### config.mk
export PLATFORM = sky130hd
export DESIGN_NAME = serial_adder
export DESIGN_NICKNAME = d
export VERILOG_FILES = /design/src/rtl/serial_adder_pkg.sv /design/src/rtl/fa.sv /design/src/rtl/serial_adder_bitcell.sv /design/src/rtl/serial_adder.sv
export SDC_FILE = /design/constraint.sdc
export NUM_CORES = 1
export LEC_CHECK = 0
export CORE_ASPECT_RATIO = 0.6
export CORE_MARGIN = 1
export CORE_UTILIZATION = 40
export CTS_BUF_LIST = sky130_fd_sc_hd__clkbuf_16
export CTS_CLUSTER_DIAMETER = 200
export DETAILED_ROUTE_END_ITERATION = 12
export SLEW_MARGIN = 20
export SYNTH_ARGS = -nofsm -noshare
export SYNTH_HDL_FRONTEND = slang
export SYNTH_HIERARCHICAL = 1
export SYNTH_SLANG_ARGS = --single-unit
### constraint.sdc
create_clock -name clk -period 1.86 [get_ports clk]
set_input_delay 0.372 -clock clk [delete_from_list [all_inputs] [get_ports clk]]
set_output_delay 0.372 -clock clk [all_outputs]
set_load 0.01 [all_outputs]
### src/rtl/serial_adder_pkg.sv
// -----------------------------------------------------------------------------
// serial_adder_pkg : shared state encoding and sizing helpers for serial_adder
// Revision: 1.0
// -----------------------------------------------------------------------------
`default_nettype none

package serial_adder_pkg;

  localparam int DEFAULT_WIDTH = 8;

  typedef enum logic [1:0] {
    IDLE  = 2'd0,
    SHIFT = 2'd1,
    DONE  = 2'd2
  } state_t;

  // Counter indexes bits 0..width-1; never narrower than one bit.
  function automatic int cnt_width(input int width);
    return (width <= 2) ? 1 : $clog2(width);
  endfunction

endpackage

`default_nettype wire

### src/rtl/fa.sv
// -----------------------------------------------------------------------------
// fa : one-bit full-adder cell
// Revision: 1.0
// -----------------------------------------------------------------------------
`default_nettype none

module fa (
  input  logic a,
  input  logic b,
  input  logic ci,
  output logic s,
  output logic co
);

  assign s  = a ^ b ^ ci;
  assign co = (a & b) | (ci & (a ^ b));

endmodule

`default_nettype wire

### src/rtl/serial_adder_bitcell.sv
// -----------------------------------------------------------------------------
// serial_adder_bitcell : combinational bit slice wrapping the fa cell
// Revision: 1.0
// -----------------------------------------------------------------------------
`default_nettype none

module serial_adder_bitcell (
  input  logic a,
  input  logic b,
  input  logic cin,
  output logic s,
  output logic cout
);

  fa u_fa (
    .a  (a),
    .b  (b),
    .ci (cin),
    .s  (s),
    .co (cout)
  );

endmodule

`default_nettype wire

### src/rtl/serial_adder.sv
// -----------------------------------------------------------------------------
// serial_adder : bit-serial unsigned adder, one bit per clock through one cell.
// Define SERIAL_ADDER_OVF_EN to add the signed-overflow output ovf.
// Revision: 1.0
// -----------------------------------------------------------------------------
`default_nettype none

module serial_adder
  import serial_adder_pkg::*;
#(
  parameter int WIDTH = DEFAULT_WIDTH
) (
  input  logic             clk,
  input  logic             rst,
  input  logic             start,
  input  logic [WIDTH-1:0] a,
  input  logic [WIDTH-1:0] b,
  input  logic             cin,
  output logic             busy,
  output logic             done,
  output logic [WIDTH-1:0] sum,
  output logic             cout
`ifdef SERIAL_ADDER_OVF_EN
  ,
  output logic             ovf
`endif
);

  localparam int CNT_W = cnt_width(WIDTH);
  localparam logic [CNT_W-1:0] LAST_BIT = CNT_W'(WIDTH - 1);

  state_t           state;
  state_t           state_nxt;
  logic [WIDTH-1:0] shreg_a;
  logic [WIDTH-1:0] shreg_b;
  logic [WIDTH-1:0] result;
  logic [WIDTH-1:0] result_nxt;
  logic [CNT_W-1:0] cnt;
  logic             carry;
  logic             bit_s;
  logic             bit_co;
  logic             accept;
  logic             last;

  serial_adder_bitcell u_bitcell (
    .a    (shreg_a[0]),
    .b    (shreg_b[0]),
    .cin  (carry),
    .s    (bit_s),
    .cout (bit_co)
  );

  assign last       = (cnt == LAST_BIT);
  assign result_nxt = {bit_s, result[WIDTH-1:1]};

  always_comb begin
    state_nxt = state;
    accept    = 1'b0;
    busy      = 1'b0;
    done      = 1'b0;
    case (state)
      IDLE: begin
        if (start) begin
          accept    = 1'b1;
          state_nxt = SHIFT;
        end
      end
      SHIFT: begin
        busy = 1'b1;
        if (last) state_nxt = DONE;
      end
      DONE: begin
        done = 1'b1;
        // Back-to-back start is accepted straight out of DONE.
        if (start) begin
          accept    = 1'b1;
          state_nxt = SHIFT;
        end else begin
          state_nxt = IDLE;
        end
      end
      default: state_nxt = IDLE;
    endcase
  end

  always_ff @(posedge clk or posedge rst) begin
    if (rst) begin
      state   <= IDLE;
      shreg_a <= '0;
      shreg_b <= '0;
      result  <= '0;
      cnt     <= '0;
      carry   <= 1'b0;
      sum     <= '0;
      cout    <= 1'b0;
    end else begin
      state <= state_nxt;
      if (accept) begin
        shreg_a <= a;
        shreg_b <= b;
        carry   <= cin;
        cnt     <= '0;
      end else if (state == SHIFT) begin
        shreg_a <= shreg_a >> 1;
        shreg_b <= shreg_b >> 1;
        result  <= result_nxt;
        carry   <= bit_co;
        cnt     <= cnt + 1'b1;
        if (last) begin
          sum  <= result_nxt;
          cout <= bit_co;
        end
      end
    end
  end

`ifdef SERIAL_ADDER_OVF_EN
  // On the last edge the carry register holds the carry into the MSB.
  always_ff @(posedge clk or posedge rst) begin
    if (rst) begin
      ovf <= 1'b0;
    end else if (state == SHIFT && last) begin
      ovf <= carry ^ bit_co;
    end
  end
`endif

endmodule

`default_nettype wire
==> summary.txt <==
Detailed routing
  • Wire length on met2: 1480 microns
  • Top Layer Used: met4
  • WL met3: 105 microns
  • Vias per cell: ~5
  • Vias: 1237
  • DRT Wirelength: 3470 microns
  • Wl on met1: 1830 microns
  • Drt wl/cell: 13.7 microns
  • Initial drt markers: 44
  • Pre-antenna DRT Iters: 4
  • DRC: 0
  • Remaining antenna violation count: 0

Power
  • Clock share of power: 0.203
  • Net Switching: 1.28 mW
  • P_leak: 1.03 nW
  • Combinational share of power: 0.403
  • Net Sw Frac: 0.338
  • VDD IR max: 0.000599 V
  • Power Density: 1660 nW/um^2
  • Pint: 2.51 mW
  • Flop pwr share: 0.394
  • Post-route total power: 3.79 mW

Synth
  • Synth cell types: 29
  • Post-synth top area share: 0.534
  • Prevailing post-synth register cell: dfrtp_1
  • Yosys Warn Count: 6
  • Synth Instances: 160
  • Synth top area cells: dfrtp_1, mux2_4, mux2i_1, nand2_1, nor2b_1
  • Post-synth ARST share: 1.00
  • EDFF count, synth: 0
  • Post-Syn Area: 1780 sq um
  • Post-synthesis average cell area: 11.1 sq um
  • Cell taking the most area after synthesis: dfrtp_1
  • Post-synthesis sequential area ratio: 0.534
  • Post-Syn Nets: roughly 180
  • Seq cells post-synth: 38

Global route
  • Pin count of the biggest net entering global routing: 39
  • Vias in the first global route: 1258
  • Gr ovfl total: 0
  • GRT Util Overall: 0.173
  • First-pass GRT wire length: 5940 microns
  • Initial antenna violation count: 0

Place
  • I/O Buffers: 30
  • Routability cong.: 0.787
  • Place WS: between 0.09 and 0.1 ns
  • HPWL after detailed placement: 2380 microns

Critical path
  • Worst-path fanout max: 3
  • Worst EP required: about 1.5 ns
  • Crit path DAT: approximately 1.4 ns
  • Setup slack, reg-to-reg: around 0.4 ns
  • Max incr delay on CP: 0.57 ns
  • Startpoint types: register
  • Crit-path cells: nor2b_1 > clkdlybuf4s50_1
  • Crit Path Category: register to output port
  • Worst setup EP type: output port
  • CP max stage cell: clkdlybuf4s50_1

CTS
  • CTS Hold Bufs: 0
  • Sink Count: 38
  • CTS buffer count: 5
  • CTS tree: yes
  • Clock root cell: clkbuf_16
  • Worst-path clk slew: 0.05 ns
  • Postcts setup bufs: 0
  • CTS H-tree depth: 2
  • CTS max path bufs: 2
  • Clock Latency Late Sink: 0.28 ns

Floorplanning
  • Core area: 4190 sq um
  • Die extent in x: 88.1 microns
  • Die area: around 4700 sq um
  • # rows: 18
  • Die height: 53.7 microns
  • Initial Util: 0.425
  • # IOs: 31

STA
  • Setup_tns: 0 ns
  • Least-Margin Pin Slew: 0.523 ns
  • Hold WS: 0.496 ns
  • Period utilization: 0.970
  • Fin crit period: 1.80 ns
  • Pins Over Slew Limit: 0
  • Final hold vios: 0
  • Maximum clock rate: approximately 550 MHz
  • Rel. slew slack: 0.650
  • Clock Skew: 0.00346 ns
  • Final-report setup violation count: 0
  • RSZ-0062 raised after global routing: false
  • Setup ws final: 0.0557 ns

Finish
  • Most frequent cells in the layout: dfrtp_1, clkdlybuf4s50_1, nand2_1
  • Area grow syn2layout: 28.7%
  • Final-stage net count: 216
  • Layout cells sized above 1: 0.140
  • Ant diodes: 0
  • Commonest non-fill, non-tap cell in the layout: dfrtp_1

Min path
  • Hold WC Path Type: register to register

Run
  • Max-cap viol count: 0

Status
  • Status: finished clean
cells in the mapped netlist (4+ instances only):
cell type / count
a211oi_1: 7
a21oi_1: 7
buf_2: 7
dfrtp_1: 38
mux2_4: 9
mux2i_1: 9
nand2_1: 24
nand2b_1: 4
nor2_1: 7
nor2b_1: 9
nor3_1: 6
o22ai_1: 6
kinds of logic (layout without fill, tap and decap cells):
| group | count (synthesis) | count (layout) | share of synthesized area |
|---|---|---|---|
| multiplexers | 20 | 20 | 0.139 |
| adder cells (fa/ha/maj) | 3 | 3 | 0.0253 |
| XOR/XNOR | 1 | 1 | 0.00492 |
| flip-flops | 38 | 38 | 0.534 |
| AO/OA/AOI/OAI | 29 | 29 | 0.104 |
| AND/OR/NAND/NOR | 54 | 54 | 0.148 |
| buffers and inverters | 15 | 48 | 0.0450 |
flip-flops by register name (all words and copies together) (netlist names):
register and count:
shreg_b 8, result 7, sum 8, shreg_a 8
state 2, cout 1, cnt 3, carry 1
path summary, 6_finish.rpt:
| path | depth (start not counted) | endpoint | start |
|---|---|---|---|
| hold / removal | 2 | result[1]$_DFFE_PP0P_ | result[1]$_DFFE_PP0P_ |
| setup reg to reg | 4 | cnt[2]$_DFFE_PP0P_ | cnt[0]$_DFFE_PP0P_ |
| hold reg to reg | 2 | result[1]$_DFFE_PP0P_ | result[1]$_DFFE_PP0P_ |
| min in group asynchronous | 3 | sum[7]$_DFFE_PP0P_ | rst |
| setup / recovery | 2 | done | state[0]$_DFFE_PP0P_ |
| max in group asynchronous | 3 | shreg_b[7]$_DFFE_PP0P_ | rst |
power by group through the flow:
stage	logic [mW]	registers [mW]	clock network, mW
2_1_floorplan	1.06	1.46	0
4_1_cts	1.54	1.50	0.795
3_3_place_gp	1.48	1.47	0
6_report	1.53	1.49	0.769
3_5_place_dp	1.53	1.50	0
5_1_grt	1.72	1.55	0.829
repair_timing:
action,in CTS,in global routing
endpoints found under the setup margin,1,0
gates resized for setup,2,0
hold endpoints to repair,0,0
worst max-delay path: cells and delay by family, from the launching register on:
kind | cells | cell delay, ns
AND/OR/NAND/NOR | 1 | 0.16
buffers and inverters | 1 | 0.57
flip-flops | 1 | 0.42
cell type report:
cell class | count | area (sq um)
Multi-Input combinational cell | 107 | 757
Tap cell | 60 | 75.1
Inverter | 4 | 22.5
Sequential cell | 38 | 951
Fill cell | 376 | 1900
Timing Repair Buffer | 37 | 353
Clock inverter | 2 | 7.51
Clock buffer | 5 | 125
metrics by stage:
stage,utilization,instance area [sq um],instances
floorplan,-,1780,160
finish,0.547,2290,253
detailed placement,0.513,2150,246
global route,0.547,2290,253
CTS,0.547,2290,253
global placement,0.513,2150,246
metal layers:
| metal | GRT usage | vias to the layer above |
|---|---|---|
| met1 | 0.241 | 592 |
| met5 | 0 | - |
| met4 | 0.0726 | 0 |
| met2 | 0.255 | 19 |
| met3 | 0.0475 | 4 |
| li1 | - | 622 |
(Power assumes the default switching activity.)
==> RTL edit 1: new RTL, config.mk and constraints unchanged <==
The 3 states of `state_t` get a one-hot encoding in 3 bits.
--- a/src/rtl/serial_adder_pkg.sv
+++ b/src/rtl/serial_adder_pkg.sv
@@ -8,10 +8,10 @@
 
   localparam int DEFAULT_WIDTH = 8;
 
-  typedef enum logic [1:0] {
-    IDLE  = 2'd0,
-    SHIFT = 2'd1,
-    DONE  = 2'd2
+  typedef enum logic [2:0] {
+    IDLE  = 3'b001,
+    SHIFT = 3'b010,
+    DONE  = 3'b100
   } state_t;
 
   // Counter indexes bits 0..width-1; never narrower than one bit.
Check against the original RTL: same outputs for any inputs over 10 cycles, from zero or initial values and one cycle with rst high; not proved beyond that.
==> RTL edit 1 against the original RTL <==
- sequential cell count grew 1
- power shrank 14%
- routed wire length shrank 11%
- utilization grew 4.8 points
- worst setup slack gained 0.0051 ns
- design area grew 0.60%
- synthesized area shrank 4.2%
- clock power grew 25%
- largest power group is now registers
==> RTL edit 1: results (changes against the original RTL) <==
status completed; VDD IR-drop max 0.648 mV (+8.2%); worst path arrival time 1.43 ns (about the same); largest net degree at the start of global routing 40 (+2.6%); DR iter-0 viols 62 (+41%); hpwl dp 2130 um (-10%); Root Driver clkbuf_16; Worst slew margin 0.751 (+0.101); placed cell area 2140 um2 (-0.64%); Via-to-Cell Ratio 4.64 (-5.1%); CTS buffer count 5 (unchanged); Ys Warns 6 (unchanged); port bufs 30 (unchanged); fraction of registers with async set/reset 1.00 (unchanged); WL per Instance 13.3 um (-3.4%); Synthesized Nets 157 (-14%); Ant. Diodes 0 (unchanged); fin cells 233 (-7.9%); register area share after synthesis 0.573 (+0.0389); GRT Total Usage 0.160 (-0.0130); worst-path maximum fanout 4 (+1); Clock Latency Late Sink 0.28 ns (about the same); first-pass GRT wire length 5260 um (-11%); Synth top cells by count dfrtp_1 (38), nand2_1 (28), mux2_2 (18), and2_1 (8), mux2_4 (7); Worst Hold Class in -> async; dominant cells by area after synthesis dfrtp_1 (56%), mux2_2 (12%), mux2_4 (6.2%), nand2_1 (6.2%), a221o_1 (3.5%); Worst-path clk slew 0.06 ns; largest registers shreg_a (8), shreg_b (8), sum (8); fill count 319 (-15%); CTS H-tree lvls 2 (unchanged); vias in the first global route 1096 (-13%); share of cells above drive strength 1 0.267 (+0.127); cell leakage power 1.10 nW (+7.2%); first-pass detailed-route iteration total 4 (unchanged); Worst Clk Skew 0.00926 ns (+0.00579 ns); Top FF cell, synth dfrtp_1; R2R cell count 5 (+1); cells after synthesis 134 (-16%); Nets 198 (-8.3%); final RePlAce weighted congestion 0.722 (-8.2%); post-CTS setup buffers 0 (unchanged); initial antenna violation count 0 (unchanged); deepest clock path buffer count 2 (unchanged); count of different cell masters after synthesis 27 (-6.9%); flop2flop setup slack 0.11 ns (-0.28 ns)
[RTL edit 1: area by class of cell]
type | count | area, um2 | area share
clock inverter | 3 | 43.8 | 0.0190
timing repair buffer | 40 | 399 | 0.173
multi-input combinational | 87 | 681 | 0.295
clock buffer | 5 | 125 | 0.0543
inverter | 2 | 7.51 | 0.00326
tap | 57 | 71.3 | 0.0309
sequential | 39 | 977 | 0.424
[RTL edit 1: routing by layer]
metal  up-vias  share of wire  track usage
met5         -              0            0
met4         0         0.0058       0.0583
met3         3          0.048       0.0583
met2        19           0.43        0.225
met1       514           0.51        0.224
li1        545              -            -
[RTL edit 1: repair_timing]
item	4_1_cts	5_1_grt
hold endpoints to repair	0	0
gates resized for setup	2	1
setup endpoints to repair	2	1
[RTL edit 1: where the power goes]
group | internal [W] | leakage, nW | switching, W | total [W]
combinational | 0.000566 | 0.517 | 0.000408 | 0.000973
sequential | 0.00115 | 0.501 | 0.000181 | 0.00133
clock | 0.000632 | 0.0838 | 0.000332 | 0.000963
total | 0.00234 | 1.10 | 0.000921 | 0.00326
[RTL edit 1: cell families (layout without fill, tap and decap cells)]
logic type | count (synthesis) | after routing | synth area share
AOI/OAI and AO/OA | 14 | 14 | 0.0646
xor gates and xnor gates | 2 | 2 | 0.0103
adders and majority gates | 3 | 3 | 0.0264
buffers and inverters | 8 | 50 | 0.0279
DFF | 39 | 39 | 0.573
muxes | 25 | 25 | 0.180
and+or+nand+nor | 43 | 43 | 0.117
[RTL edit 1: worst paths after layout]
path	start	end
setup / recovery	state[0]$_DFFE_PP1P_	busy
hold / removal	rst	cnt[0]$_DFFE_PP0P_
setup reg to reg	state[0]$_DFFE_PP1P_	cout$_DFFE_PP0P_
hold reg to reg	result[6]$_DFFE_PP0P_	result[5]$_DFFE_PP0P_
max in group asynchronous	rst	state[0]$_DFFE_PP1P_
min in group clk	result[6]$_DFFE_PP0P_	result[5]$_DFFE_PP0P_
[RTL edit 1: worst max-delay path, stage by stage, from the launching register on]
cell and delay [ns]:
dfstp_2 0.38, or3b_4 0.39, inv_1 0.12, clkdlybuf4s15_1 0.26
[RTL edit 1: through the flow]
step / utilization / hold WS (ns) / total power, W / setup slack, ns
2_1_floorplan: - / 0.440 / 0.00203 / 0.290
3_3_place_gp: 0.552 / 0.456 / 0.00227 / 0.0777
3_5_place_dp: 0.552 / 0.472 / 0.00232 / 0.0687
4_1_cts: 0.595 / 0.456 / 0.00330 / 0.0289
5_1_grt: 0.595 / 0.491 / 0.00348 / 0.00733
6_report: 0.595 / 0.440 / 0.00326 / 0.0608
==> RTL edit 2: new RTL, same settings <==
Without the edit above. Build with the macro `SERIAL_ADDER_OVF_EN` defined.
--- a/src/rtl/serial_adder.sv
+++ b/src/rtl/serial_adder.sv
@@ -4,6 +4,8 @@
 // Revision: 1.0
 // -----------------------------------------------------------------------------
 `default_nettype none
+
+`define SERIAL_ADDER_OVF_EN
 
 module serial_adder
   import serial_adder_pkg::*;
Behaviour (old outputs only; new: ovf): unchanged (equiv_simple and equiv_induct, registers matched by name and starting in step).
==> RTL edit 2 against the original RTL <==
- fmax up 1.3%
- routed wire length up 1.7%
- power up 3.1%
- sequential cell count up 1
- synthesized area up 3.2%
- combinational power up 3%
- worst setup slack better by 0.023 ns
- highest routed layer unchanged
- design area up 3.4%
==> RTL edit 2: results (changes against the original RTL) <==
final-layout clock-cell area share 0.0592 (+0.00127); hold_sp ovf$_DFFE_PP0P_; Synth top cells by count dfrtp_1 (39), nand2_1 (26), mux2i_1 (10), nor2b_1 (10); Non-clk bufs 41 (+11%); Nets 226 (+4.6%); GRT Total Usage 0.166 (-0.00706); flop2flop setup slack 0.34 ns (-0.05 ns); first-pass GRT wire length 5720 um (-3.7%); CP peak stage delay 0.55 ns (-0.02 ns); Worst Clk Skew 0.00505 ns (+0.00159 ns); Non-Clock Buffer Area Fraction 0.163 (+0.00869); port bufs 31 (+3.3%); Non-CTS inverters 3 (-1); Hold Crit Endpoint ovf$_DFFE_PP0P_; Clock Sinks 39 (+2.6%); vias in the first global route 1195 (-5.0%); status completed; Worst R2R End sum[7]$_DFFE_PP0P_; cell leakage power 1.06 nW (+3.4%); sequential portion of the cell area 0.412 (-0.00303); register area share after synthesis 0.531 (-0.00311); Synthesized Nets 189 (+3.3%); adder-cell share of the synthesized area 0.0245 (-0.000792); mux contribution to synthesized area 0.130 (-0.00912); fraction of area in multi-input gates 0.330 (-0.000784); hpwl dp 2500 um (+4.8%)
## RTL edit 2: layer usage
layer | vias up | wire length, um | GRT usage
li1 | 640 | - | -
met1 | 589 | 1790 | 0.230
met2 | 32 | 1560 | 0.235
met3 | 5 | 138 | 0.0452
met4 | 0 | 41 | 0.0899
met5 | - | 0 | 0
## RTL edit 2: stage by stage
step | hold WS, ns | setup slack, ns | util | instance area [um2] | std cells
detailed placement | 0.479 | 0.270 | 0.522 | 2220 | 255
CTS | 0.492 | 0.0420 | 0.556 | 2370 | 264
global route | 0.516 | 0.0295 | 0.556 | 2370 | 264
finish | 0.485 | 0.0789 | 0.556 | 2370 | 264
global placement | 0.463 | 0.293 | 0.522 | 2220 | 255
floorplan | 0.446 | 0.414 | - | 1840 | 166
## RTL edit 2: report_power, final
group / switching [W] / total [W] / internal, W
Combinational: 0.000724 / 0.00158 / 0.000858
Clock: 0.000307 / 0.000793 / 0.000486
Sequential: 0.000283 / 0.00153 / 0.00125
Total: 0.00131 / 0.00391 / 0.00260
